### src/rtl/fmab_vec.sv
// fmab_vec: multi-lane bf16-style multiply-accumulate with block-floating accumulators.
//
// Each of LANES independent lanes multiplies one {sign,exp,man} operand pair per accepted
// beat and folds the product into a signed accumulator mantissa with its own exponent.
// A beat flagged with in_last closes the sequence: the post-add lane values are latched
// into the output registers, held until taken downstream, and the lanes restart empty.
//
// Ports:
//   clk, reset            rising-edge clock, asynchronous active-high reset
//   in_valid/in_ready     operand beat handshake; in_last marks the closing beat
//   op_a, op_b            packed lane operands, lane i at [i*(1+EW+MW) +: 1+EW+MW]
//   out_valid/out_ready   result handshake; data held stable while out_valid & !out_ready
//   out_acc               per-lane signed accumulator mantissa (ACCW bits each)
//   out_exp               per-lane accumulator exponent (EW+2 bits each, sum of biased exps)
module fmab_vec #(
    parameter int LANES = 4,
    parameter int EW    = 8,
    parameter int MW    = 7,
    parameter int ACCW  = 32
) (
    input  logic                          clk,
    input  logic                          reset,
    input  logic                          in_valid,
    output logic                          in_ready,
    input  logic                          in_last,
    input  logic [LANES*(1+EW+MW)-1:0]    op_a,
    input  logic [LANES*(1+EW+MW)-1:0]    op_b,
    output logic                          out_valid,
    input  logic                          out_ready,
    output logic [LANES*ACCW-1:0]         out_acc,
    output logic [LANES*(EW+2)-1:0]       out_exp
);

    localparam int OW = 1 + EW + MW;   // packed operand width
    localparam int PW = 2 * MW + 2;    // unsigned product width
    localparam int XW = EW + 2;        // accumulator exponent width

    // Stage 1 registers (product of the accepted beat)
    logic                        vld_p1_q, vld_p1_d;
    logic                        last_p1_q, last_p1_d;
    logic        [PW-1:0]        prod_p1_q [LANES];
    logic        [PW-1:0]        prod_p1_d [LANES];
    logic        [XW-1:0]        exp_p1_q  [LANES];
    logic        [XW-1:0]        exp_p1_d  [LANES];
    logic                        sgn_p1_q  [LANES];
    logic                        sgn_p1_d  [LANES];
    logic                        zero_p1_q [LANES];
    logic                        zero_p1_d [LANES];

    // Lane accumulators and held result
    logic signed [ACCW-1:0]      acc_q   [LANES];
    logic signed [ACCW-1:0]      acc_d   [LANES];
    logic        [XW-1:0]        exp_q   [LANES];
    logic        [XW-1:0]        exp_d   [LANES];
    logic                        empty_q [LANES];
    logic                        empty_d [LANES];
    logic                        out_valid_q, out_valid_d;
    logic        [LANES*ACCW-1:0] out_acc_q, out_acc_d;
    logic        [LANES*XW-1:0]   out_exp_q, out_exp_d;

    logic accept;

    // Arithmetic right shift; shifting by the full width or more leaves only the sign.
    function automatic logic signed [ACCW-1:0] sra_acc(input logic signed [ACCW-1:0] v,
                                                       input logic [XW-1:0] sh);
        if (int'(sh) >= ACCW) return v[ACCW-1] ? '1 : '0;
        return v >>> sh;
    endfunction

    // Logical right shift of the unsigned product (truncating).
    function automatic logic [PW-1:0] srl_prod(input logic [PW-1:0] p, input logic [XW-1:0] sh);
        if (int'(sh) >= PW) return '0;
        return p >> sh;
    endfunction

    // One-step renormalise: a sum that no longer fits ACCW signed is halved.
    function automatic logic signed [ACCW-1:0] renorm(input logic signed [ACCW:0] s);
        return (s[ACCW] ^ s[ACCW-1]) ? s[ACCW:1] : s[ACCW-1:0];
    endfunction

    // A closing beat in stage 1 blocks the next accept, leaving one bubble so the
    // restart and the output latch never overlap with a new sequence's first beat.
    assign in_ready  = !out_valid_q && !(vld_p1_q && last_p1_q);
    assign accept    = in_valid && in_ready;
    assign out_valid = out_valid_q;
    assign out_acc   = out_acc_q;
    assign out_exp   = out_exp_q;

    always_comb begin
        logic        [OW-1:0]   opa, opb;
        logic        [PW-1:0]   xa, xb;
        logic        [XW-1:0]   e_new;
        logic signed [ACCW-1:0] acc_al;
        logic        [PW-1:0]   p_al;
        logic signed [ACCW:0]   acc_ext, p_ext, sum;
        logic signed [ACCW-1:0] p_load;
        logic signed [ACCW-1:0] acc_post;
        logic        [XW-1:0]   exp_post;
        logic                   emp_post;
        logic                   ovf;

        opa = '0; opb = '0; xa = '0; xb = '0; e_new = '0; acc_al = '0; p_al = '0;
        acc_ext = '0; p_ext = '0; sum = '0; p_load = '0; acc_post = '0; exp_post = '0;
        emp_post = 1'b0; ovf = 1'b0;

        // Stage 0 -> 1: form products of the accepted beat
        vld_p1_d  = accept;
        last_p1_d = last_p1_q;
        prod_p1_d = prod_p1_q;
        exp_p1_d  = exp_p1_q;
        sgn_p1_d  = sgn_p1_q;
        zero_p1_d = zero_p1_q;
        if (accept) begin
            last_p1_d = in_last;
            for (int i = 0; i < LANES; i++) begin
                opa = op_a[i*OW +: OW];
                opb = op_b[i*OW +: OW];
                xa  = {{(PW-MW-1){1'b0}}, 1'b1, opa[MW-1:0]};
                xb  = {{(PW-MW-1){1'b0}}, 1'b1, opb[MW-1:0]};
                prod_p1_d[i] = xa * xb;
                exp_p1_d[i]  = {2'b00, opa[OW-2 -: EW]} + {2'b00, opb[OW-2 -: EW]};
                sgn_p1_d[i]  = opa[OW-1] ^ opb[OW-1];
                zero_p1_d[i] = (opa[OW-2 -: EW] == '0) || (opb[OW-2 -: EW] == '0);
            end
        end

        // Stage 1 -> 2: align, add, renormalise into the lane accumulators
        acc_d       = acc_q;
        exp_d       = exp_q;
        empty_d     = empty_q;
        out_acc_d   = out_acc_q;
        out_exp_d   = out_exp_q;
        out_valid_d = out_valid_q;
        if (out_valid_q && out_ready) out_valid_d = 1'b0;

        if (vld_p1_q) begin
            for (int i = 0; i < LANES; i++) begin
                e_new   = (exp_q[i] > exp_p1_q[i]) ? exp_q[i] : exp_p1_q[i];
                acc_al  = sra_acc(acc_q[i], e_new - exp_q[i]);
                p_al    = srl_prod(prod_p1_q[i], e_new - exp_p1_q[i]);
                acc_ext = {acc_al[ACCW-1], acc_al};
                p_ext   = {{(ACCW+1-PW){1'b0}}, p_al};
                sum     = sgn_p1_q[i] ? (acc_ext - p_ext) : (acc_ext + p_ext);
                ovf     = sum[ACCW] ^ sum[ACCW-1];
                p_load  = {{(ACCW-PW){1'b0}}, prod_p1_q[i]};

                if (zero_p1_q[i]) begin
                    acc_post = acc_q[i];
                    exp_post = exp_q[i];
                    emp_post = empty_q[i];
                end else if (empty_q[i]) begin
                    acc_post = sgn_p1_q[i] ? -p_load : p_load;
                    exp_post = exp_p1_q[i];
                    emp_post = 1'b0;
                end else begin
                    acc_post = renorm(sum);
                    exp_post = e_new + {{(XW-1){1'b0}}, ovf};
                    emp_post = 1'b0;
                end

                if (last_p1_q) begin
                    out_acc_d[i*ACCW +: ACCW] = acc_post;
                    out_exp_d[i*XW +: XW]     = exp_post;
                    acc_d[i]   = '0;
                    exp_d[i]   = '0;
                    empty_d[i] = 1'b1;
                end else begin
                    acc_d[i]   = acc_post;
                    exp_d[i]   = exp_post;
                    empty_d[i] = emp_post;
                end
            end
            if (last_p1_q) out_valid_d = 1'b1;
        end
    end

    always_ff @(posedge clk or posedge reset) begin
        if (reset) begin
            vld_p1_q    <= 1'b0;
            last_p1_q   <= 1'b0;
            out_valid_q <= 1'b0;
            out_acc_q   <= '0;
            out_exp_q   <= '0;
            for (int i = 0; i < LANES; i++) begin
                prod_p1_q[i] <= '0;
                exp_p1_q[i]  <= '0;
                sgn_p1_q[i]  <= 1'b0;
                zero_p1_q[i] <= 1'b0;
                acc_q[i]     <= '0;
                exp_q[i]     <= '0;
                empty_q[i]   <= 1'b1;
            end
        end else begin
            vld_p1_q    <= vld_p1_d;
            last_p1_q   <= last_p1_d;
            out_valid_q <= out_valid_d;
            out_acc_q   <= out_acc_d;
            out_exp_q   <= out_exp_d;
            prod_p1_q   <= prod_p1_d;
            exp_p1_q    <= exp_p1_d;
            sgn_p1_q    <= sgn_p1_d;
            zero_p1_q   <= zero_p1_d;
            acc_q       <= acc_d;
            exp_q       <= exp_d;
            empty_q     <= empty_d;
        end
    end

endmodule
### config.mk
export PLATFORM = sky130hd
export DESIGN_NAME = fmab_vec
export DESIGN_NICKNAME = d
export VERILOG_FILES = /design/src/rtl/fmab_vec.sv
export SDC_FILE = /design/constraint.sdc
export NUM_CORES = 2
export LEC_CHECK = 0
export BUFFER_PORTS_ARGS = -buffer_cell sky130_fd_sc_hd__buf_2
export CORE_ASPECT_RATIO = 0.6
export CORE_MARGIN = 2
export CORE_UTILIZATION = 60
export DETAILED_ROUTE_END_ITERATION = 12
export PLACE_DENSITY = 0.78
export SLEW_MARGIN = 40
export SYNTH_ARGS = -nofsm -noshare
export SYNTH_HDL_FRONTEND = slang
export SYNTH_SLANG_ARGS = --single-unit
### constraint.sdc
create_clock -name clk -period 26.4 [get_ports clk]
set_input_delay 0 -clock clk [delete_from_list [all_inputs] [get_ports clk]]
set_output_delay 0 -clock clk [all_outputs]
set_load 0.005 [all_outputs]
==> results by group <==
Run status
  – Run status: finished, violations left
  – Violated checks: negative hold slack

Worst setup path
  – Worst path slowest cell: sky130_fd_sc_hd__o41ai_1
  – Register-to-register setup slack: 13810 ps
  – Cell repeated most along the worst path: sky130_fd_sc_hd__ha_1
  – Crit Path Max Fanout: 37
  – Critical path startpoint category: flop
  – Critical path class: reg2reg
  – FF-to-FF End: exp_q[8]$_DFFE_PP0P_
  – Critical path endpoint category: flop
  – Number of cells on the critical path: 46
  – Worst Path Buf+Inv: 6
  – Arrival time of data at the critical path endpoint: 13080 ps
  – Largest stage delay, worst path: 680 ps
  – WP data required: 26890 ps
  – Worst reg2reg path depth: 46
  – Kind of cell with the highest combined delay on the critical path: compound AO/OA/AOI/OAI gates
  – Reg-to-Reg Start: exp_p1_q[7]$_DFFE_PP0P_

Synthesis
  – Post-synthesis sequential element count: 451
  – Ranking of synthesized cells by area: sky130_fd_sc_hd__dfrtp_1 20%, sky130_fd_sc_hd__ha_1 9.7%, sky130_fd_sc_hd__nand2_1 6.6%
  – Most area-hungry cell type in the Yosys netlist: sky130_fd_sc_hd__dfrtp_1
  – Post-synthesis average cell area: 7.76 µm²
  – Sequential share of the synthesized area: 0.199
  – Fraction of registers with async set/reset: 1.00
  – Gate count after technology mapping: 7320
  – Commonest cells in the synthesized netlist: 993 x sky130_fd_sc_hd__nand2_1, 576 x sky130_fd_sc_hd__o21ai_0, 535 x sky130_fd_sc_hd__nor2_1
  – Most common cell in the synthesized netlist: sky130_fd_sc_hd__nand2_1
  – Distinct cell type count of the synthesized netlist: 116
  – Leading register cell type out of synthesis: sky130_fd_sc_hd__dfrtp_1
  – Total of warnings raised by yosys: 0
  – Syn Std Cell Area: 56800 µm²
  – Post-Synthesis Net Count: 8053
  – EDFF count, synth: 0
  – Portion of synthesized cell area occupied by the leading cell type: 0.197

Timing
  – Final Hold Fails: 41
  – Max-slew violation count: 0
  – Maximum clock rate: 0.0795 GHz
  – Worst hold slack: -86.0 ps
  – Setup total negative slack: 0 ps
  – RSZ-0062 raised after global routing: no
  – Final-report setup violation count: 0
  – Period utilisation layout: 0.477
  – Post-Route Skew: 37.8 ps
  – Post-layout min period: 12590 ps
  – Worst setup slack after layout: 13810 ps
  – Transition at the pin with the smallest max-transition slack: 1010 ps
  – Relative slew slack: 0.318

Clock network
  – Deepest clock path buffer count: 3
  – Clock transition at the registers of the reported paths: 70 ps
  – # clock sinks: 451
  – Gates resized, CTS repair: 0
  – CTS H-Tree Depth: 2
  – Clk Tree Root Cell: sky130_fd_sc_hd__clkbuf_16
  – Post CTS Setup Buffer Count: 0
  – Hold-fix buffers, CTS: 104
  – Source-to-sink clock delay at the later pin of the worst-skew pair: 680 ps
  – Clock tree from TritonCTS: yes
  – Number of clock buffers inserted by TritonCTS: 47

Die
  – Die Span X: 401 µm
  – Starting density of the core: 0.605
  – Area of the core: 93900 µm²
  – Top-Level Pins: 303
  – Die height: 242 µm
  – Core Rows: 87
  – Total Die Area: 97300 µm²

Routing
  – Wire length per cell after detailed routing: 24.8 µm
  – Ratio of routed vias to standard cells: 6.84
  – DRC violation count after routing: 0
  – Sum of met3 wire segment lengths after detailed routing: 34.2 mm
  – Overall via count from detail_route: 59700
  – Final ANT Viol Nets: 0
  – Highest routed metal layer: met5
  – First-pass DRT Iterations: 8
  – Drt first-iter violations: 8664
  – Detailed Route WL: 216 mm
  – Metal-1 WL: 94.9 mm
  – Routed length on met2: 80.8 mm

Placement
  – Post-detailed-placement half-perimeter wirelength: 164 mm
  – DP Worst Slack: 14200 ps
  – Number of port buffers: 302
  – Final weighted congestion of routability-driven global placement: 1.05

Global routing
  – Vias in the first global route: 53900
  – Maximum number of pins on one net before global-route repair: 123
  – Global-route wire length before repair: 329 mm
  – GR Util All Layers: 0.431
  – Congestion Overflow GR: 0
  – Antenna violations before repair: 10

Worst hold path
  – Min-delay worst type: in2async

Layout
  – Layout area overhead: 9.18%
  – Ratio of cells with drive above 1 in the final layout: 0.104
  – Layout Nets: 8171
  – Register cell area after layout: 11300 µm²
  – Count of fill cells added during filler insertion: 8021
  – Area of the multi-input gates: 42300 µm²

Job
  – Max-capacitance violation count: 0
routing by layer:
metal / GRT usage / up-vias
met3: 0.155 / 379
li1: - / 26600
met2: 0.555 / 4104
met1: 0.662 / 28600
met5: 0.0112 / -
met4: 0.110 / 10
cells by family after synthesis:
family                   after synthesis  synth area share
multiplexers                         367            0.0851
AO/OA/AOI/OAI                       2326             0.265
adder cells (fa/ha/maj)              600             0.153
buffers and inverters                920            0.0617
XOR/XNOR                             298            0.0465
AND/OR/NAND/NOR                     2358             0.190
flip-flops                           451             0.199
through the flow:
step / std cells / area [µm²] / hold WS [ps] / util
floorplan: 7320 / 56800 / 96.4 / -
global placement: 8531 / 59100 / 184 / 0.629
detailed placement: 8531 / 59200 / 192 / 0.630
CTS: 8722 / 61900 / 5.53 / 0.659
global route: 8725 / 62000 / 20.1 / 0.660
finish: 8729 / 62000 / -86.0 / 0.660
flip-flops by register name, indices dropped and copies added, names as in the netlist, 36 cells and up:
name / cells
acc_q: 128
out_exp: 40
exp_p1_q: 36
prod_p1_q: 64
out_acc: 128
exp_q: 40
worst max path at each step:
stage / startpoint / endpoint
after global placement: exp_p1_q[33]$_DFFE_PP0P_ / exp_q[38]$_DFFE_PP0P_
after detailed placement: exp_p1_q[37]$_DFFE_PP0P_ / exp_q[38]$_DFFE_PP0P_
after global routing: exp_p1_q[7]$_DFFE_PP0P_ / exp_q[8]$_DFFE_PP0P_
final: exp_p1_q[7]$_DFFE_PP0P_ / exp_q[8]$_DFFE_PP0P_
after CTS: exp_p1_q[17]$_DFFE_PP0P_ / acc_q[62]$_DFFE_PP0P_
after floorplan: reset / acc_q[0]$_DFFE_PP0P_
placed cells by master (no fill, tap or decap), drive strengths merged, types with 46 or more instances in the layout:
master	instances
o21ai	651
dlygate4sd3	104
mux4	85
mux2	78
a21oi	535
o31ai	91
nor2b	52
and2	197
a31oi	97
nor4	46
nor2	536
and3	54
xor2	136
xnor2	162
nor3	138
a21o	110
o21a	69
fa	160
a211oi	114
nand2	993
nand3	116
clkbuf	54
buf	395
dfrtp	447
nand2b	53
inv	488
ha	440
o211ai	79
o22ai	70
mux2i	204
worst reg2reg max path, delay by kind of cell (launching register included):
family          cells  cell delay [ps]
compound gates     21             5980
xor+xnor            1              120
fa+ha+maj           8             2700
buf+inv             6              790
flops               1              430
mux                 1              110
simple gates        9             2290
final cells by class:
class | count | share of cell area
Antenna cell | 7 | 0.000282
Tap cell | 1246 | 0.0251
Inverter | 490 | 0.0299
Clock inverter | 33 | 0.00712
Sequential cell | 451 | 0.182
Timing Repair Buffer | 499 | 0.0528
Clock buffer | 54 | 0.0202
Multi-Input combinational cell | 5949 | 0.682
Power is not shown: default switching activity piles up to over one toggle a cycle in this logic, so the estimate is an artifact.
